==> src/rtl/b_fifo_pkg.sv <==
`default_nettype none
// ============================================================================
// Module      : b_fifo_pkg
// Description : Shared constants, state encoding and pointer helper for the
//               B_SRAM FIFO controller (4 x 288-bit circular buffer).
// Revision    : 1.0  initial release
// ============================================================================
package b_fifo_pkg;

    localparam int ADR_W  = 2;
    localparam int DATA_W = 288;
    localparam int DEPTH  = 2 ** ADR_W;
    localparam int LVL_W  = ADR_W + 1;

    localparam logic [LVL_W-1:0] LVL_ONE    = LVL_W'(1);
    localparam logic [LVL_W-1:0] LVL_ALMOST = LVL_W'(DEPTH - 1);

    // Occupancy class derived from level
    typedef enum logic [1:0] {
        ST_EMPTY   = 2'd0,
        ST_PARTIAL = 2'd1,
        ST_FULL    = 2'd2
    } fifo_state_t;

    // Wrapping increment: natural overflow of the ADR_W-bit sum gives 3 -> 0
    function automatic logic [ADR_W-1:0] ptr_next(input logic [ADR_W-1:0] p);
        return p + ADR_W'(1);
    endfunction

endpackage
`default_nettype wire

==> src/rtl/b_fifo_ctrl_if.sv <==
`default_nettype none
// ============================================================================
// Module      : b_fifo_ctrl_if
// Description : Producer/consumer handshake, B_SRAM port and occupancy bundle
//               of the FIFO controller.
//               slave  : controller side (b_fifo_ctrl)
//               master : environment side (producer, consumer, B_SRAM)
// Revision    : 1.0  initial release
// ============================================================================
interface b_fifo_ctrl_if;
    import b_fifo_pkg::*;

    // producer side
    logic                in_valid;
    logic [DATA_W-1:0]   in_data;
    logic                in_ready;
    // consumer side
    logic                out_valid;
    logic [DATA_W-1:0]   out_data;
    logic                out_ready;
    // B_SRAM ports
    logic                sram_wr_en;
    logic [ADR_W-1:0]    sram_wr_adr;
    logic [DATA_W-1:0]   sram_wr_dt;
    logic [ADR_W-1:0]    sram_rd_adr;
    logic [DATA_W-1:0]   sram_rd_dto;
    // status
    logic [LVL_W-1:0]    level;

    modport slave (
        input  in_valid, in_data, out_ready, sram_rd_dto,
        output in_ready, out_valid, out_data,
               sram_wr_en, sram_wr_adr, sram_wr_dt, sram_rd_adr, level
    );

    modport master (
        output in_valid, in_data, out_ready, sram_rd_dto,
        input  in_ready, out_valid, out_data,
               sram_wr_en, sram_wr_adr, sram_wr_dt, sram_rd_adr, level
    );

endinterface
`default_nettype wire

==> src/rtl/b_fifo_ptr.sv <==
`default_nettype none
// ============================================================================
// Module      : b_fifo_ptr
// Description : ADR_W-bit wrapping FIFO pointer.
//   clk  in   clock, rising edge
//   rst  in   synchronous active-high reset
//   clr  in   synchronous clear (flush), same effect as rst
//   inc  in   advance pointer by one, modulo DEPTH
//   ptr  out  current pointer value
// Revision    : 1.0  initial release
// ============================================================================
module b_fifo_ptr
    import b_fifo_pkg::*;
(
    input  logic             clk,
    input  logic             rst,
    input  logic             clr,
    input  logic             inc,
    output logic [ADR_W-1:0] ptr
);

    logic [ADR_W-1:0] r_ptr;

    always_ff @(posedge clk) begin
        if (rst || clr) begin
            r_ptr <= '0;
        end else if (inc) begin
            r_ptr <= ptr_next(r_ptr);
        end
    end

    assign ptr = r_ptr;

endmodule
`default_nettype wire

==> src/rtl/b_fifo_ctrl.sv <==
`default_nettype none
// ============================================================================
// Module      : b_fifo_ctrl
// Description : Pointer/occupancy/handshake controller running B_SRAM as a
//               4-entry circular FIFO. Hides the RAM's registered read and
//               read-before-write hazard from producer and consumer.
//   clk        in   clock, rising edge
//   rst        in   synchronous active-high reset
//   flush      in   synchronous clear of all FIFO state (RAM untouched)
//   bus        --   b_fifo_ctrl_if.slave: in_valid/in_data/in_ready,
//                   out_valid/out_data/out_ready, sram_* ports, level
//   max_level  out  peak level since reset/flush (B_FIFO_WATERMARK_EN only)
// Build option: define B_FIFO_WATERMARK_EN to add the max_level watermark.
// Revision    : 1.0  initial release
// ============================================================================
module b_fifo_ctrl
    import b_fifo_pkg::*;
(
    input  logic             clk,
    input  logic             rst,
    input  logic             flush,
    b_fifo_ctrl_if.slave     bus
`ifdef B_FIFO_WATERMARK_EN
    ,
    output logic [LVL_W-1:0] max_level
`endif
);

    fifo_state_t       r_state;
    logic [LVL_W-1:0]  r_level;
    logic              r_fresh;

    logic              w_clr;
    logic              w_push;
    logic              w_pop;
    logic [ADR_W-1:0]  w_wr_ptr;
    logic [ADR_W-1:0]  w_rd_ptr;
    logic [ADR_W-1:0]  w_rd_adr;

    // A transfer coinciding with reset/flush is discarded, so it must not
    // move pointers nor strobe the RAM.
    assign w_clr  = rst | flush;

    // Handshake flags come only from registered state, never from the
    // opposite side's valid/ready.
    assign bus.in_ready  = (r_state != ST_FULL);
    assign bus.out_valid = (r_state != ST_EMPTY) && !r_fresh;

    assign w_push = bus.in_valid  & bus.in_ready  & ~w_clr;
    assign w_pop  = bus.out_valid & bus.out_ready & ~w_clr;

    b_fifo_ptr u_wr_ptr (
        .clk (clk),
        .rst (rst),
        .clr (flush),
        .inc (w_push),
        .ptr (w_wr_ptr)
    );

    b_fifo_ptr u_rd_ptr (
        .clk (clk),
        .rst (rst),
        .clr (flush),
        .inc (w_pop),
        .ptr (w_rd_ptr)
    );

    // Look one entry ahead on pop so the registered read already holds the
    // new head when the pop completes.
    assign w_rd_adr = w_pop ? ptr_next(w_rd_ptr) : w_rd_ptr;

    assign bus.sram_wr_en  = w_push;
    assign bus.sram_wr_adr = w_wr_ptr;
    assign bus.sram_wr_dt  = bus.in_data;
    assign bus.sram_rd_adr = w_rd_adr;
    assign bus.out_data    = bus.sram_rd_dto;
    assign bus.level       = r_level;

    always_ff @(posedge clk) begin
        if (w_clr) begin
            r_state <= ST_EMPTY;
            r_level <= '0;
            r_fresh <= 1'b0;
        end else begin
            r_level <= r_level + LVL_W'(w_push) - LVL_W'(w_pop);
            // Reading the slot being written returns stale data; hold
            // out_valid low for one cycle until the re-read lands.
            r_fresh <= w_push && (w_wr_ptr == w_rd_adr);

            case (r_state)
                ST_EMPTY: begin
                    if (w_push) begin
                        r_state <= ST_PARTIAL;
                    end
                end
                ST_PARTIAL: begin
                    if (w_push && !w_pop && (r_level == LVL_ALMOST)) begin
                        r_state <= ST_FULL;
                    end else if (w_pop && !w_push && (r_level == LVL_ONE)) begin
                        r_state <= ST_EMPTY;
                    end
                end
                ST_FULL: begin
                    if (w_pop) begin
                        r_state <= ST_PARTIAL;
                    end
                end
                default: begin
                    r_state <= ST_EMPTY;
                end
            endcase
        end
    end

`ifdef B_FIFO_WATERMARK_EN
    logic [LVL_W-1:0] r_max_level;

    // Tracks the registered level, so the peak appears one edge after it.
    always_ff @(posedge clk) begin
        if (w_clr) begin
            r_max_level <= '0;
        end else if (r_level > r_max_level) begin
            r_max_level <= r_level;
        end
    end

    assign max_level = r_max_level;
`endif

endmodule
`default_nettype wire

==> src/flat_wrapper.sv <==
// flat-port wrapper written by rule: the top's interface ports become plain ports
module b_fifo_ctrl_flat import b_fifo_pkg::*;
  (clk, rst, flush, bus_in_valid, bus_in_data, bus_out_ready, bus_sram_rd_dto, bus_in_ready, bus_out_valid, bus_out_data, bus_sram_wr_en, bus_sram_wr_adr, bus_sram_wr_dt, bus_sram_rd_adr, bus_level);
  b_fifo_ctrl_if bus_i ();
  input  logic clk;
  input  logic rst;
  input  logic flush;
  input wire logic [$bits(bus_i.in_valid)-1:0] bus_in_valid;
  input wire logic [$bits(bus_i.in_data)-1:0] bus_in_data;
  input wire logic [$bits(bus_i.out_ready)-1:0] bus_out_ready;
  input wire logic [$bits(bus_i.sram_rd_dto)-1:0] bus_sram_rd_dto;
  output wire logic [$bits(bus_i.in_ready)-1:0] bus_in_ready;
  output wire logic [$bits(bus_i.out_valid)-1:0] bus_out_valid;
  output wire logic [$bits(bus_i.out_data)-1:0] bus_out_data;
  output wire logic [$bits(bus_i.sram_wr_en)-1:0] bus_sram_wr_en;
  output wire logic [$bits(bus_i.sram_wr_adr)-1:0] bus_sram_wr_adr;
  output wire logic [$bits(bus_i.sram_wr_dt)-1:0] bus_sram_wr_dt;
  output wire logic [$bits(bus_i.sram_rd_adr)-1:0] bus_sram_rd_adr;
  output wire logic [$bits(bus_i.level)-1:0] bus_level;
  assign bus_i.in_valid = bus_in_valid;
  assign bus_i.in_data = bus_in_data;
  assign bus_i.out_ready = bus_out_ready;
  assign bus_i.sram_rd_dto = bus_sram_rd_dto;
  assign bus_in_ready = bus_i.in_ready;
  assign bus_out_valid = bus_i.out_valid;
  assign bus_out_data = bus_i.out_data;
  assign bus_sram_wr_en = bus_i.sram_wr_en;
  assign bus_sram_wr_adr = bus_i.sram_wr_adr;
  assign bus_sram_wr_dt = bus_i.sram_wr_dt;
  assign bus_sram_rd_adr = bus_i.sram_rd_adr;
  assign bus_level = bus_i.level;
  b_fifo_ctrl u_core (.clk(clk), .rst(rst), .flush(flush), .bus(bus_i));
endmodule
==> config.mk <==
export PLATFORM = sky130hd
export DESIGN_NAME = b_fifo_ctrl_flat
export DESIGN_NICKNAME = d
export VERILOG_FILES = /design/src/rtl/b_fifo_pkg.sv /design/src/rtl/b_fifo_ctrl_if.sv /design/src/rtl/b_fifo_ptr.sv /design/src/rtl/b_fifo_ctrl.sv /design/src/flat_wrapper.sv
export SDC_FILE = /design/constraint.sdc
export NUM_CORES = 1
export LEC_CHECK = 0
export CORE_AREA = 4 4 457 459
export CTS_BUF_LIST = sky130_fd_sc_hd__clkbuf_2 sky130_fd_sc_hd__clkbuf_4 sky130_fd_sc_hd__clkbuf_8
export CTS_CLUSTER_DIAMETER = 40
export CTS_CLUSTER_SIZE = 24
export DETAILED_ROUTE_END_ITERATION = 6
export DIE_AREA = 0 0 461 463
export GPL_TIMING_DRIVEN = 0
export PLACE_DENSITY_LB_ADDON = 0.08
export SKIP_CTS_REPAIR_TIMING = 1
export SLEW_MARGIN = 20
export SYNTH_ARGS = -nofsm -noshare
export SYNTH_HDL_FRONTEND = slang
export SYNTH_HIERARCHICAL = 1
export SYNTH_SLANG_ARGS = --single-unit
==> constraint.sdc <==
create_clock -name clk -period 1.97 [get_ports clk]
set_input_delay 0.197 -clock clk [delete_from_list [all_inputs] [get_ports clk]]
set_output_delay 0.197 -clock clk [all_outputs]
set_load 0.02 [all_outputs]
# [Word level (Yosys, flattened, before mapping)]
# Index checks and enable logic that the tools add are counted.
[classes] n_addsub=4 eq_ne=9 n_mux=6 n_bitwise=6 n_reduce_logical=13
[op_table] cell="2-bit two-way mux" count=5
[op_table] cell="1-bit logical AND" count=6
[op_table] cell="2-bit one-hot mux with 3 select lines" count=1
[op_table] cell="2-bit by 1-bit adder with 2-bit output (second input constant)" count=2
[op_table] cell="1-bit AND" count=4
[op_table] cell="2-bit by 1-bit != test with 1-bit output (second input constant)" count=2
[op_table] cell="3-bit by 1-bit adder with 3-bit output" count=1
[op_table] cell="3-bit by 1-bit == test with 1-bit output (second input constant)" count=1
[op_table] cell="3-bit by 2-bit == test with 1-bit output (second input constant)" count=1
[op_table] cell="1-bit logical NOT" count=3
[op_table] cell="3-bit by 1-bit != test with 1-bit output (second input constant)" count=1
[op_table] cell="3-bit AND reduction" count=1
[op_table] cell="3-bit by 1-bit subtractor with 3-bit output" count=1
[op_table] cell="2-bit by 1-bit == test with 1-bit output (second input constant)" count=1
[op_table] cell="2-bit == test" count=1
[op_table] cell="2-bit == test (second input constant)" count=1
[op_table] cell="2-bit logical NOT" count=1
[op_table] cell="2-bit != test (second input constant)" count=1
[op_table] cell="2-bit nonzero test" count=1
[op_table] cell="1-bit logical OR" count=1
[op_table] cell="1-bit NOT" count=1
[op_table] cell="1-bit OR" count=1
[word_totals] regBits=10 inputBits=581 out_inout_bits=586 word_cells=43

# [Longest topological paths before layout]
[logic_depth] ltp_word=9 ltp_mapped=9 mapped_depth_nobuf=8

# [By module]
# The synthesis kept the hierarchy.
[by_module_without_submodules] mod="b_fifo_ctrl" instances=1 cells_per_inst=623 area_per_inst_um2=4745.8 seq_area_each_um2=120.1
[by_module_without_submodules] mod="b_fifo_ptr" instances=2 cells_per_inst=7 area_per_inst_um2=83.8 seq_area_each_um2=40.0

# [Worst setup path after synthesis]
# OpenSTA, ideal clock, no wires.
[synth_timing] path_type="register to register" startpoint="reg u_core.r_state[1]" endpoint="reg u_core.r_level[2] (netlist: u_core/bus.level[2])" setup_time_ps=116 arrival_time_ps=1921 t_required_ps=1854 setup_slack_ps=-67 stages_incl_launch_ff=9 path_buffers=0 period_less_slack_ps=2037 cell_sequence="dfxtp_1 -> or2b_1 -> nand3_1 -> inv_1 -> ha_1 -> fa_1 -> xnor2_1 -> xnor2_1 -> nor3_1"
[synth_via] elab_chain_len=5 word_cells_on_any_way=9 cone_classes="2 x add/sub; 1 x eq/ne; 4 x bitwise; 2 x reduce/logical"
[synth_lines] element="from (decl)" line="b_fifo_ctrl.sv:29" rtl="fifo_state_t r_state;"
[synth_lines] element="from (signal assigned)" line="b_fifo_ctrl.sv:81" rtl="r_state <= ST_EMPTY;"
[synth_lines] element="from (signal assigned)" line="b_fifo_ctrl.sv:93" rtl="r_state <= ST_PARTIAL;"
[synth_lines] element="from (signal assigned)" line="b_fifo_ctrl.sv:98" rtl="r_state <= ST_FULL;"
[synth_lines] element="2-bit != test" line="b_fifo_ctrl.sv:46" rtl="assign bus.in_ready = (r_state != ST_FULL);"
[synth_lines] element="via bus_in_ready" line="flat_wrapper.sv:12" rtl="output wire logic [$bits(bus_i.in_ready)-1:0] bus_in_ready;"
[synth_lines] element="1-bit AND (2 in series)" line="b_fifo_ctrl.sv:49" rtl="assign w_push = bus.in_valid & bus.in_ready & ~w_clr;"
[synth_lines] element="via bus_sram_wr_en" line="flat_wrapper.sv:15" rtl="output wire logic [$bits(bus_i.sram_wr_en)-1:0] bus_sram_wr_en;"
[synth_lines] element="3-bit by 1-bit adder with 3-bit output" line="b_fifo_ctrl.sv:85" rtl="r_level <= r_level + LVL_W'(w_push) - LVL_W'(w_pop);"
[synth_lines] element="3-bit by 1-bit subtractor with 3-bit output" line="b_fifo_ctrl.sv:85"
[synth_lines] element="to (signal assigned)" line="b_fifo_ctrl.sv:85"
[synth_lines] element="to (decl)" line="b_fifo_ctrl.sv:30" rtl="logic [LVL_W-1:0] r_level;"
# The timed path passes the listed nets, and every way through them passes these cells.
# A chain may end at the register's enable or synchronous reset.

# [Worst setup path in the final report]
[layout_timing] startpoint="reg u_core.r_state[1]" endpoint="reg u_core.r_level[2] (netlist: u_core/bus.level[2])"
[layout_via] elab_chain_len=5 word_cells_on_any_way=9 cone_classes="2 x add/sub; 1 x eq/ne; 4 x bitwise; 2 x reduce/logical"
[layout_lines] element="2-bit nonzero test" line="b_fifo_ctrl.sv:47" rtl="assign bus.out_valid = (r_state != ST_EMPTY) && !r_fresh;"
[layout_lines] element="1-bit logical AND" line="b_fifo_ctrl.sv:47"
[layout_lines] element="1-bit AND (2 in series)" line="b_fifo_ctrl.sv:50" rtl="assign w_pop = bus.out_valid & bus.out_ready & ~w_clr;"
[layout_lines] element="via u_core.w_pop" line="b_fifo_ctrl.sv:35" rtl="logic w_pop;"
[layout_lines] element="3-bit by 1-bit subtractor with 3-bit output" line="b_fifo_ctrl.sv:85"
# The timed path passes the listed nets, and every way through them passes these cells.

==> report_table.html <==
<table>
<tr><th>Metric</th><th>Value</th></tr>
<tr><th colspan="2">Run status</th></tr>
<tr><td>Outcome</td><td>finished, violations left</td></tr>
<tr><td>Violations in the final reports</td><td>setup timing</td></tr>
<tr><th colspan="2">Min path</th></tr>
<tr><td>Worst Hold Class</td><td>in -&gt; reg</td></tr>
<tr><td>Hold Crit Start</td><td>rst</td></tr>
<tr><th colspan="2">Yosys</th></tr>
<tr><td>Flip-flop and latch count after synthesis</td><td>10</td></tr>
<tr><td>Cell area after synthesis</td><td>4913 um^2</td></tr>
<tr><td>Share of cell area taken by muxes after synthesis</td><td>0.4074%</td></tr>
<tr><td>Number of nets in the synthesized netlist</td><td>1220</td></tr>
<tr><td>Post-synth top flop</td><td>sky130_fd_sc_hd__dfxtp_1</td></tr>
<tr><td>Post-Synth Simple-Gate Area</td><td>3.514%</td></tr>
<tr><td>Cells after Synth</td><td>637</td></tr>
<tr><td>XOR/XNOR Fraction of Synth Area</td><td>under 10%</td></tr>
<tr><td>Number of distinct library cells after synthesis</td><td>31</td></tr>
<tr><td>Fraction of the yosys area taken by sequential cells</td><td>4.074%</td></tr>
<tr><td>Post-synthesis adder-cell area fraction</td><td>0.6621%</td></tr>
<tr><td>Dominant combinational cell family by area after synthesis</td><td>buffers and inverters</td></tr>
<tr><td>Warnings from Yosys</td><td>6</td></tr>
<tr><td>Async set-reset flop share out of synthesis</td><td>0%</td></tr>
<tr><td>Post-synth EDFFs</td><td>0</td></tr>
<tr><td>Post-synthesis compound-gate area fraction</td><td>1.528%</td></tr>
<tr><td>Syn_area_per_cell</td><td>7.713 um^2</td></tr>
<tr><th colspan="2">Worst setup path</th></tr>
<tr><td>Path type of the worst setup path</td><td>reg -&gt; reg</td></tr>
<tr><td>Critical-path cell list</td><td>nor2_4 &gt; and4bb_1 &gt; buf_6 &gt; xor2_1 &gt; ha_2 &gt; fa_2 &gt; xnor2_2 &gt; xnor2_1 &gt; nor3_1</td></tr>
<tr><td>Endpoint type of the worst setup path</td><td>register</td></tr>
<tr><td>Critical register-to-register path startpoint</td><td>u_core/r_state[1]$_SDFFE_PP0P_</td></tr>
<tr><td>CP arrival</td><td>2.11 ns</td></tr>
<tr><td>Timing startpoint of the critical path</td><td>u_core/r_state[1]$_SDFFE_PP0P_</td></tr>
<tr><td>Slowest cell on the critical path</td><td>sky130_fd_sc_hd__fa_2</td></tr>
<tr><td>Delay of the slowest critical-path stage</td><td>0.37 ns</td></tr>
<tr><td>Peak fanout along the critical path</td><td>5</td></tr>
<tr><td>Required time of the worst setup path</td><td>2.10 ns</td></tr>
<tr><td>Type of origin of the critical path</td><td>register</td></tr>
<tr><th colspan="2">Die</th></tr>
<tr><td>Die width</td><td>461 um</td></tr>
<tr><td>Die height</td><td>463 um</td></tr>
<tr><td>Floorplan die area</td><td>213400 um^2</td></tr>
<tr><td>Row cnt</td><td>166</td></tr>
<tr><td>Initial core utilization</td><td>2.404%</td></tr>
<tr><td>Count of pins on the block boundary</td><td>1167</td></tr>
<tr><td>Core Area</td><td>204400 um^2</td></tr>
<tr><th colspan="2">Clock network</th></tr>
<tr><td>Cell chosen for the clock root</td><td>sky130_fd_sc_hd__clkbuf_8</td></tr>
<tr><td>CTS tree</td><td>done</td></tr>
<tr><td>Number of buffers on the longest clock path</td><td>2</td></tr>
<tr><td>Insertion delay of the later-clocked pin in the worst-skew pair</td><td>0.25 ns</td></tr>
<tr><td>Clock tree sinks</td><td>10</td></tr>
<tr><td>CTS HTree Levels</td><td>1</td></tr>
<tr><td>Clock-pin transition on the worst setup and hold timing paths</td><td>0.05 ns</td></tr>
<tr><td>Clock buffers created by TritonCTS</td><td>3</td></tr>
<tr><th colspan="2">GRT</th></tr>
<tr><td>Initial antenna violation count</td><td>28</td></tr>
<tr><td>First-pass GRT wire length</td><td>66.51 mm</td></tr>
<tr><td>Vias in the first global route</td><td>about 6600</td></tr>
<tr><td>Overall global routing resource usage</td><td>under 10%</td></tr>
<tr><td>Congestion Overflow GR</td><td>0</td></tr>
<tr><td>Maximum number of pins on one net before global-route repair</td><td>13</td></tr>
<tr><th colspan="2">Cells and area</th></tr>
<tr><td>Top library cells by usage in the layout, fill and taps aside</td><td>sky130_fd_sc_hd__clkdlybuf4s50_1, sky130_fd_sc_hd__buf_4, sky130_fd_sc_hd__dfxtp_1</td></tr>
<tr><td>Share of post-route cells with drive strength above 1</td><td>48.74%</td></tr>
<tr><td>Layout net count</td><td>~1800</td></tr>
<tr><td>Number of fill cells</td><td>24060</td></tr>
<tr><td>Area Growth Syn to Fin</td><td>191.0%</td></tr>
<tr><td>Most frequent standard cell in the layout excluding fill and tap cells</td><td>sky130_fd_sc_hd__clkdlybuf4s50_1</td></tr>
<tr><th colspan="2">STA</th></tr>
<tr><td>Shortest period the worst path allows</td><td>1.984 ns</td></tr>
<tr><td>Setup clock skew after layout</td><td>0.002691 ns</td></tr>
<tr><td>Number of hold violations in the final report</td><td>0</td></tr>
<tr><td>Fmax</td><td>503.9 MHz</td></tr>
<tr><td>Share of the cycle needed by the critical path after routing</td><td>100.7%</td></tr>
<tr><td>Pins Over Slew Limit</td><td>0</td></tr>
<tr><td># setup viols final</td><td>1</td></tr>
<tr><td>Worst-margin pin slew</td><td>0.4861 ns</td></tr>
<tr><td>Final critical-path setup slack</td><td>-0.01435 ns</td></tr>
<tr><td>Unrepaired setup endpoints after global routing</td><td>yes</td></tr>
<tr><td>Max-slew headroom</td><td>67.50%</td></tr>
<tr><th colspan="2">Detailed routing</th></tr>
<tr><td>Wirelength, routed</td><td>55.05 mm</td></tr>
<tr><td>1st-iter DRT viols</td><td>124</td></tr>
<tr><td>Residual DRC</td><td>0</td></tr>
<tr><td>Total via count in the routed design</td><td>5938</td></tr>
<tr><td>Via density per instance</td><td>approximately 1.5</td></tr>
<tr><td>Number of iterations in the first detailed-routing pass</td><td>4</td></tr>
<tr><td>Average detailed-routed wire length per instance</td><td>14.01 um</td></tr>
<tr><td>DRT antenna net count</td><td>0</td></tr>
<tr><th colspan="2">Power</th></tr>
<tr><td>Power density relative to cell area</td><td>256.6 nW/um^2</td></tr>
<tr><td>Worst ir drop on vdd</td><td>0.1076 mV</td></tr>
<tr><td>Leakage power summed over all cells</td><td>about 5.4 nW</td></tr>
<tr><td>Overall power after layout</td><td>approximately 3.7 mW</td></tr>
<tr><th colspan="2">Run</th></tr>
<tr><td>Max-cap violations</td><td>0</td></tr>
<tr><th colspan="2">Placed design</th></tr>
<tr><td>Detailed-placement wirelength estimate</td><td>53.20 mm</td></tr>
<tr><td>Setup WS pre-CTS</td><td>-0.9469 ns</td></tr>
<tr><td>Number of buffer cells added on primary ports</td><td>590</td></tr>
<tr><td>Global placer's final weighted congestion</td><td>slightly above 0.9</td></tr>
</table>
[layer usage]
metal	share of wire, %	GRT usage (%)	wire length, um	vias up
li1	-	-	-	2573
met1	26	3.277	14170	2614
met2	60	10.29	32940	671
met3	12	2.150	6723	54
met4	1.9	1.165	1050	26
met5	0.29	0	158	-
[cells by family after synthesis]
group	Yosys count
flip-flops	10
adder cells (fa/ha/maj)	2
AND/OR/NAND/NOR	27
buffers and inverters	579
XOR/XNOR	8
AO/OA/AOI/OAI	9
multiplexers	2
[stage by stage]
step	cell area (um^2)	hold slack, ns	utilization, %	TNS [ns]	std cells
after CTS	14240	0.6491	6.968	-3.731	3919
after floorplan	4917	0.2616	-	0	637
after detailed placement	14190	0.6428	6.941	-5.347	3915
after global placement	14190	0.6258	6.941	-5.889	3915
final	14300	0.2914	6.996	-0.01435	3930
after global routing	14290	0.3133	6.990	-0.1205	3925
[synth_stat cells, drive strengths merged (3+ instances only)]
master	count	area, um^2
buf	577	4335
xnor2	5	43.79
xor2	3	26.28
nor3	4	20.02
nand3b	3	22.52
dfxtp	10	200.2
nand2	3	11.26
nor2	3	13.77
[power by group]
part | switching (mW) | internal, mW | leakage, nW
Clock | 0.0978 | 0.177 | 0.0288
Combinational | 1.44 | 1.74 | 5.25
Sequential | 0.00628 | 0.205 | 0.0826
[flip-flops by register name, summed over array words and instances (netlist names)]
signal               flops
u_core/u_wr_ptr/ptr      2
u_core/u_rd_ptr/ptr      2
u_core/bus.level         3
u_core/r_state           2
u_core/r_fresh           1
[worst max-delay path: cells and delay by family, from the launching register on]
kind          cells  cell delay, ns
xor+xnor          3            0.46
fa+ha+maj         2            0.56
buf+inv           1            0.13
flops             1            0.36
simple gates      3            0.35
[layout make-up]
type	count	area [um^2]	share of cell area, %
inverter	2	7.507	0.05251
timing repair buffer	592	5903	41.29
sequential	10	206.4	1.444
buffer	577	4335	30.32
antenna	9	22.52	0.1575
tap	2688	3363	23.52
multi-input combinational	48	404.1	2.827
clock buffer	4	55.05	0.3851
[final timing paths]
check	depth (start not counted)	slack, ns	end
setup / recovery	9	-0.01	u_core/bus.level[2]$_SDFF_PP0_
hold / removal	2	0.29	u_core/u_wr_ptr/ptr[1]$_SDFFE_PP0P_
setup reg to reg	9	-0.01	u_core/bus.level[2]$_SDFF_PP0_
hold reg to reg	2	0.63	u_core/r_state[1]$_SDFFE_PP0P_
No activity file was read; power rests on OpenSTA's default activity.
